### config.mk
export PLATFORM = sky130hd
export DESIGN_NAME = decoder_onehot_pipe
export DESIGN_NICKNAME = d
export VERILOG_FILES = /design/src/rtl/decoder_onehot_pipe.sv
export SDC_FILE = /design/constraint.sdc
export NUM_CORES = 1
export LEC_CHECK = 0
export CELL_PAD_IN_SITES_DETAIL_PLACEMENT = 1
export CELL_PAD_IN_SITES_GLOBAL_PLACEMENT = 1
export CORE_MARGIN = 3
export CORE_UTILIZATION = 33
export DETAILED_ROUTE_END_ITERATION = 10
export PLACE_DENSITY = 0.74
export SLEW_MARGIN = 20
export SYNTH_ARGS = -nofsm -noshare
export SYNTH_HDL_FRONTEND = slang
export SYNTH_SLANG_ARGS = --single-unit
### constraint.sdc
create_clock -name clk -period 1.84 [get_ports clk]
set_input_delay 0.368 -clock clk [delete_from_list [all_inputs] [get_ports clk]]
set_output_delay 0.368 -clock clk [all_outputs]
set_load 0.02 [all_outputs]
### src/rtl/decoder_onehot_pipe.sv
// Registered binary-to-one-hot decoder with valid/ready on both sides,
// a selectable out-of-range policy and a saturating out-of-range counter.
module decoder_onehot_pipe #(
  parameter int N_OUT    = 7,
  parameter int SEL_W    = 3,
  parameter int OOR_MODE = 0,
  parameter int CNT_W    = 8
) (
  input  logic             clk,
  input  logic             rst_n,
  input  logic             in_valid,
  output logic             in_ready,
  input  logic [SEL_W-1:0] sel,
  output logic             out_valid,
  input  logic             out_ready,
  output logic [N_OUT-1:0] one_hot,
  output logic             oor,
  input  logic             err_clr,
  output logic [CNT_W-1:0] err_cnt
);

  typedef enum logic {EMPTY = 1'b0, FULL = 1'b1} state_t;

  state_t             state_q, state_d;
  logic [N_OUT-1:0]   oh_q, oh_d;
  logic               oor_q, oor_d;
  logic [CNT_W-1:0]   cnt_q, cnt_d;
  logic               accept;

  assign in_ready = (state_q == EMPTY) || out_ready;
  assign accept   = in_valid && in_ready;

  // Decode of the incoming select; only loaded into the holding register on accept.
  always_comb begin
    oh_d  = '0;
    oor_d = (32'(sel) >= 32'(N_OUT));
    for (int unsigned i = 0; i < N_OUT; i++) begin
      if (sel == SEL_W'(i)) oh_d[i] = 1'b1;
    end
    if (oor_d && (OOR_MODE == 0)) oh_d[N_OUT-1] = 1'b1;
  end

  always_comb begin
    state_d = state_q;
    if (accept)         state_d = FULL;
    else if (out_ready) state_d = EMPTY;
  end

  // Clear dominates a simultaneous out-of-range accept.
  always_comb begin
    cnt_d = cnt_q;
    if (err_clr)                            cnt_d = '0;
    else if (accept && oor_d && cnt_q != '1) cnt_d = cnt_q + CNT_W'(1);
  end

  always_ff @(posedge clk or negedge rst_n) begin
    if (!rst_n) begin
      state_q <= EMPTY;
      oh_q    <= '0;
      oor_q   <= 1'b0;
      cnt_q   <= '0;
    end else begin
      state_q <= state_d;
      cnt_q   <= cnt_d;
      if (accept) begin
        oh_q  <= oh_d;
        oor_q <= oor_d;
      end
    end
  end

  assign out_valid = (state_q == FULL);
  assign one_hot   = oh_q;
  assign oor       = oor_q;
  assign err_cnt   = cnt_q;

endmodule

# After elaboration in Yosys (flattened, before gate mapping)
# Index checks and enable logic that the tools add are counted.
# word_totals
regBits,17
wordCells,33
# op_classes
add_sub_neg,1
n_lt_le_gt_ge,1
n_eq_ne,7
mux,12
bitwise,1
n_reduce_logical,7
# op_table
op,count
$mux 8,2
$mux 1,10
$eq 3x3->1 const B,3
$add 8x1->8 const B,1
$ne 8x8->1 const B,1
$eq 3x2->1 const B,2
$reduce_bool 2->1,2
$eq 3x1->1 const B,1
$ge 3x3->1 const B,1
$logic_and 1x1->1,3
$logic_not 3->1,1
$logic_or 1x1->1,1
$not 1->1,1

# Longest topological paths before layout
# Gate-level depths: netlist (run 1).
# logic_depth
depth_word,7
depth_mapped,5

# Least setup slack after synthesis (run 1)
# OpenSTA, ideal clock, no wires.
# synth_timing
path_type,reg-to-reg
from,"register cnt_q[0], in the netlist err_cnt[0]"
to,"register cnt_q[4], in the netlist err_cnt[4]"
setup_ns,0.134
t_arrival_ns,1.556
path_slack_ns,0.149
stages_incl_launch_ff,6
cell_sequence,dfrtp_1 -> ha_1 -> nand2_1 -> nor3_1 -> or4_1 -> a21oi_1
# synth_via
elab_chain_cells,3
# synth_lines
element,line_no,rtl
start: declaration,27,"logic [CNT_W-1:0] cnt_q, cnt_d;"
start signal: assignment,64,cnt_q <= cnt_d;
$add 8x1->8 / $ne 8x8->1 (equally long branches),53,else if (accept && oor_d && cnt_q != '1) cnt_d = cnt_q + CNT_W'(1);
$mux 8 / $logic_and 1x1->1 (equally long branches),53,
$mux 8 / $reduce_bool 2->1 (equally long branches),--,
# Several ways; a longest one is shown, not always the timed one. The select of a mux whose other input is x is not followed.
# A chain may end at the register's enable or synchronous reset.

# Worst setup path after layout (run 1)
# layout_timing
from,"register cnt_q[3], in the netlist err_cnt[3]"
to,output port err_cnt[3]
# layout_rtl
element,line_no,rtl
end: declaration,19,output logic [CNT_W-1:0] err_cnt
# No word-level cell between the ends.

==> qor.yml, run 1 <==
cts_setup_buffers: 0
worstMarginPinSlew_ps: 298.4
maxCapViolations: 0
skew_ps: 0.9752
worstSetupPathType: "reg -> out"
syn_inst: 84
antenna_cells_inserted: 0
slew_violations: 0
grt_pass1_vias: 799
crit_buf_inv: 1
timing.final.ws_setup_ps: 83.20
grt_first_pass_wirelength_mm: 3.732
cts_resized: 1
worstPathCellList: "clkdlybuf4s50_1"
place_ws_ps: -205.2
yosysUniqueCellTypes: 25
min_period_over_period: 0.9548
drcViolationCount: 0
die_area_mm2: 0.003087
cpLargestDelayFamily: "buffers and inverters"
dpl-instance-area_mm2: 0.001180
htreeDepth: 1
setup_violations: 0
critPathMaxStageDelay_ps: 640
die_h_um: 55.57
layout-drive-gt1-share: 0.1557
synth_area_um2: 810.8
slowest_stage: "clkdlybuf4s50_1"
overflow: 0
fin_area_mm2: 0.001212
core_mm2: 0.002276
fmax_mhz: 569.2
r2r_slack_ps: 100
clk_pin_slew_worst_paths_ps: 100
ir_drop_mv: 0.4243
fin_nets: 132
final_cell_mix: "clkdlybuf4s50_1, dfrtp_1, nand2_1"
ys_seq_area_frac: 0.5247
syn2layout_area_growth_pct: 49.54
hp-class: "in -> async"
fin_crit_ps: 1757
wl_per_cell_um: 14.52
dr.pass1.iters: 4
syn_nets: 93
p_leak_nw: 0.5088
antenna_found_initial: 0
dp_hpwl_mm: 1.649
rows: 17
mostFrequentLayoutCell: "clkdlybuf4s50_1"
initial_core_util: 0.3562
port_buffers: 25
die_x_um: 55.57
cts.sinks: 17
fin_tns_setup_ps: 0
ant_nets: 0
cts_hold_buffers: 0
grt_max_degree: 18
ys.warnings.count: 0
p_per_area_mw_per_mm2: 614.4
setup.worst_path.start_class: "flop"
status: "finished, final reports clean"
cts_tree: "built"
clockBufferDepth: 2
crit_required_ps: 1470
r2r-end: "err_cnt[5]$_DFFE_PN0P_"
viasPerCell: 5.173
slew-limit-headroom: 0.7985
arrival_ps: 1390
vias: 776
critPathMaxFanout: 6
wirelength_mm: 2.178
fillers: 269
globalplace.congestion: 0.7509
worstReg2RegStart: "err_cnt[1]$_DFFE_PN0P_"
pin_count: 26
cts_buffers: 3
cts_root_buf: "clkbuf_4"
hold_viol_final: 0
rsz0062_at_grt: "false"
end_kind: "primary output"
grt_usage: 0.1491
drtIter0Drc: 11
avgSynthCellArea_um2: 9.652
rr_worst_depth: 6
ys_ff_latch: 17
clock_latency_ps: 300
[area by class of cell]
cell class                      count  area, um^2  area share
Inverter                            2       7.507    0.006192
Sequential cell                    17       425.4      0.3509
Clock buffer                        4       26.28     0.02167
Multi-Input combinational cell     62       366.6      0.3024
Timing Repair Buffer               37       351.6      0.2900
Tap cell                           28       35.03     0.02890
[flip-flops by register name, indices dropped and copies added (netlist names)]
name,count
out_valid,1
err_cnt,8
oor,1
one_hot,7
[Yosys cell counts]
library cell  instances  area (um^2)
a21oi_1               8        40.04
a311oi_1              1        8.760
and3_1                2        12.51
and3_2                1        7.510
buf_1                 1        3.750
buf_6                 1        11.26
clkbuf_1              1        3.750
dfrtp_1              17        425.4
ha_1                  1        12.51
inv_1                 2        7.510
mux2_2                1        11.26
nand2_1              13        48.80
nand2b_1              1        6.260
nand3_1               7        35.03
nand3_2               1        10.01
nand3b_1              1        7.510
nor2_1                2        7.510
nor2b_1               2        12.51
nor3_1                4        20.02
o21ai_0               5        25.02
o31ai_1               4        30.03
o41ai_1               3        26.28
or2b_2                1        8.760
or3_1                 1        6.260
or4_1                 3        22.52
[report_power, final]
part	internal (mW)	switching, mW
Clock	0.0846	0.120
Combinational	0.0703	0.0724
Sequential	0.389	0.00874
[worst max-delay path by stage]
stage,endpoint,cells past startpoint,start
detailed placement,err_cnt[0]$_DFFE_PN0P_,6,sel[2]
global route,err_cnt[0],2,err_cnt[0]$_DFFE_PN0P_
global placement,err_cnt[4]$_DFFE_PN0P_,5,sel[0]
CTS,err_cnt[0],2,err_cnt[0]$_DFFE_PN0P_
finish,err_cnt[3],1,err_cnt[3]$_DFFE_PN0P_
floorplan,err_cnt[4]$_DFFE_PN0P_,5,err_cnt[0]$_DFFE_PN0P_
[kinds of logic after synthesis]
logic type	Yosys count	synth area share
multiplexers	1	0.01389
adder cells (fa/ha/maj)	1	0.01543
buffers and inverters	5	0.03240
AO/OA/AOI/OAI	21	0.1605
AND/OR/NAND/NOR	39	0.2531
flip-flops	17	0.5247
[layer usage]
layer | wire [um] | global-route usage
met4 | 13 | 0.02083
met1 | 1014 | 0.1919
met3 | 89 | 0.05140
met2 | 1060 | 0.2466
met5 | 0 | 0
[metrics by stage]
step	utilization	power, mW	hold WS (ps)	instances
after floorplan	-	0.4568	72.41	84
after global placement	0.5184	0.5445	458.4	146
after detailed placement	0.5184	0.5484	477.0	146
after CTS	0.5294	0.7582	384.8	150
after global routing	0.5327	0.7875	411.7	150
final	0.5327	0.7450	385.6	150
Power figures use the tool's default switching activity.
==> run 2: changes to the inputs <==
--- a/config.mk
+++ b/config.mk
@@ -10,6 +10,7 @@
 export CORE_MARGIN = 3
 export CORE_UTILIZATION = 33
 export DETAILED_ROUTE_END_ITERATION = 10
+export MAX_ROUTING_LAYER = met4
 export PLACE_DENSITY = 0.74
 export SLEW_MARGIN = 20
 export SYNTH_ARGS = -nofsm -noshare
==> qor.yml, run 2 (synthesized netlist as in run 1, its figures left out) <==
dp_hpwl_mm: 1.649
path_depth: 1
switching_power_uw: 199.5
rows: 17
r2r-end: "err_cnt[5]$_DFFE_PN0P_"
skew_ps: 1.723
power.internal_uw: 543.9
vias: 777
fmax_mhz: 567.9
grt_most_used_layer: "met2"
fin_hold_ws_ps: 386.0
arrival_ps: 1390
p_leak_nw: 0.5088
initial_core_util: 0.3562
syn2layout_area_growth_pct: 49.54
setup_violations: 0
antenna_cells_inserted: 0
ant_nets: 0
ir_drop_mv: 0.4199
cts.sinks: 17
worstSetupPathType: "reg -> out"
end_kind: "primary output"
grt_max_degree: 18
setup.worst_path.start_class: "flop"
pwr-share-comb: 0.192
use_met2: 0.2466
fin_crit_ps: 1761
pwr-share-clk: 0.273
clock_latency_ps: 300
layout.cells.non_filler: 150
fin_area_mm2: 0.001212
cts_hold_buffers: 0
die_area_mm2: 0.003087
worstMarginPinSlew_ps: 299.0
maxCapViolations: 0
worstReg2RegStart: "err_cnt[1]$_DFFE_PN0P_"
slew_violations: 0
p_sw_frac: 0.2684
port_buffers: 25
core_mm2: 0.002276
slew-limit-headroom: 0.7980
cpLargestDelayFamily: "buffers and inverters"
dpl-instance-area_mm2: 0.001180
dp_cells: 146
mostFrequentLayoutCell: "clkdlybuf4s50_1"
overflow: 0
clk_pin_slew_worst_paths_ps: 90
htreeDepth: 1
hp-class: "in -> async"
slowest_stage: "clkdlybuf4s50_1"
largest_register_ffs: 8
final_cell_mix: "clkdlybuf4s50_1, dfrtp_1, nand2_1"
utilization: 0.5327
met3_usage: 0.04907
rsz0062_at_grt: "false"
critPathMaxFanout: 6
pin_count: 26
die_x_um: 55.57
status: "finished, final reports clean"
critPathMaxStageDelay_ps: 640
pwr-share-seq: 0.535
crit_required_ps: 1470
cts_root_buf: "clkbuf_4"
cts_setup_buffers: 0
hold_viol_final: 0
cts_tree: "built"
drcViolationCount: 0
grt_first_pass_wirelength_mm: 3.732
wirelength_mm: 2.181
rr_worst_depth: 6
drtIter0Drc: 9
p_total_uw: 743.4
viasPerCell: 5.180
worstPathCellList: "clkdlybuf4s50_1"
layout-drive-gt1-share: 0.1557
cts_buffers: 3
gr-usage-met1: 0.1933
grt_usage: 0.1533
fin_nets: 132
crit_buf_inv: 1
p_per_area_mw_per_mm2: 613.2
die_h_um: 55.57
dr.pass1.iters: 4
grt_pass1_vias: 799
clockBufferDepth: 2
antenna_found_initial: 0
r2r_slack_ps: 100
wl_per_cell_um: 14.54
min_period_over_period: 0.9570
globalplace.congestion: 0.7605
==> run 2: cell counts in the layout (fill, tap and decap cells not counted) <==
No cell type changed its count.
==> run 2: cell type report <==
cell class                 count  area, um^2
timing repair buffer          37       351.6
clock buffer                   4       26.28
tap                           28       35.03
inverter                       2       7.507
multi-input combinational     62       366.6
sequential                    17       425.4
fill                         269        1064
==> run 2: how the worst max path moves through the flow <==
stage / to / from / slack (ps)
after floorplan: err_cnt[4]$_DFFE_PN0P_ / err_cnt[0]$_DFFE_PN0P_ / 150
after global placement: err_cnt[4]$_DFFE_PN0P_ / sel[0] / -120
after detailed placement: err_cnt[0]$_DFFE_PN0P_ / sel[2] / -210
after CTS: err_cnt[0] / err_cnt[0]$_DFFE_PN0P_ / 60
after global routing: err_cnt[0] / err_cnt[0]$_DFFE_PN0P_ / 10
final: err_cnt[3] / err_cnt[3]$_DFFE_PN0P_ / 80
==> run 2: metrics by stage <==
stage | setup WS (ps) | TNS [ps]
floorplan | 149.4 | 0
global placement | -124.4 | -743.6
detailed placement | -205.2 | -1117
CTS | 61.62 | 0
global route | 12.23 | 0
finish | 79.07 | 0
==> run 2: power by group through the flow <==
| stage | Combinational, mW | Clock [mW] | Sequential, mW |
|---|---|---|---|
| 3_5_place_dp | 0.143 | 0 | 0.405 |
| 6_report | 0.143 | 0.203 | 0.398 |
| 2_1_floorplan | 0.0323 | 0 | 0.425 |
| 5_1_grt | 0.154 | 0.233 | 0.400 |
| 3_3_place_gp | 0.141 | 0 | 0.404 |
| 4_1_cts | 0.143 | 0.217 | 0.398 |
==> run 2: worst register-to-register path, cell delays in order (launching register included) <==
cell and delay (ps):
dfrtp_1 430, ha_1 230, nand2_1 140, nor3_1 80
buf_4 160, or4_1 470, a21oi_1 160
==> run 2: timing repair <==
action	4_1_cts	5_1_grt
hold endpoints to repair	0	0
endpoints found under the setup margin	1	1
resized for setup	1	1
==> run 2: routing by layer <==
metal | share of wire | wire [um]
met3 | 0.039 | 84
met1 | 0.47 | 1027
met4 | 0.0060 | 13
met5 | 0 | 0
met2 | 0.48 | 1056
==> run 3: changes to the inputs <==
--- a/config.mk
+++ b/config.mk
@@ -12,6 +12,7 @@
 export DETAILED_ROUTE_END_ITERATION = 10
 export MAX_ROUTING_LAYER = met4
 export PLACE_DENSITY = 0.74
+export SKIP_LAST_GASP = 1
 export SLEW_MARGIN = 20
 export SYNTH_ARGS = -nofsm -noshare
 export SYNTH_HDL_FRONTEND = slang
==> results of run 3 <==
No change in the layout: final DEF, timing and power equal those of run 2.
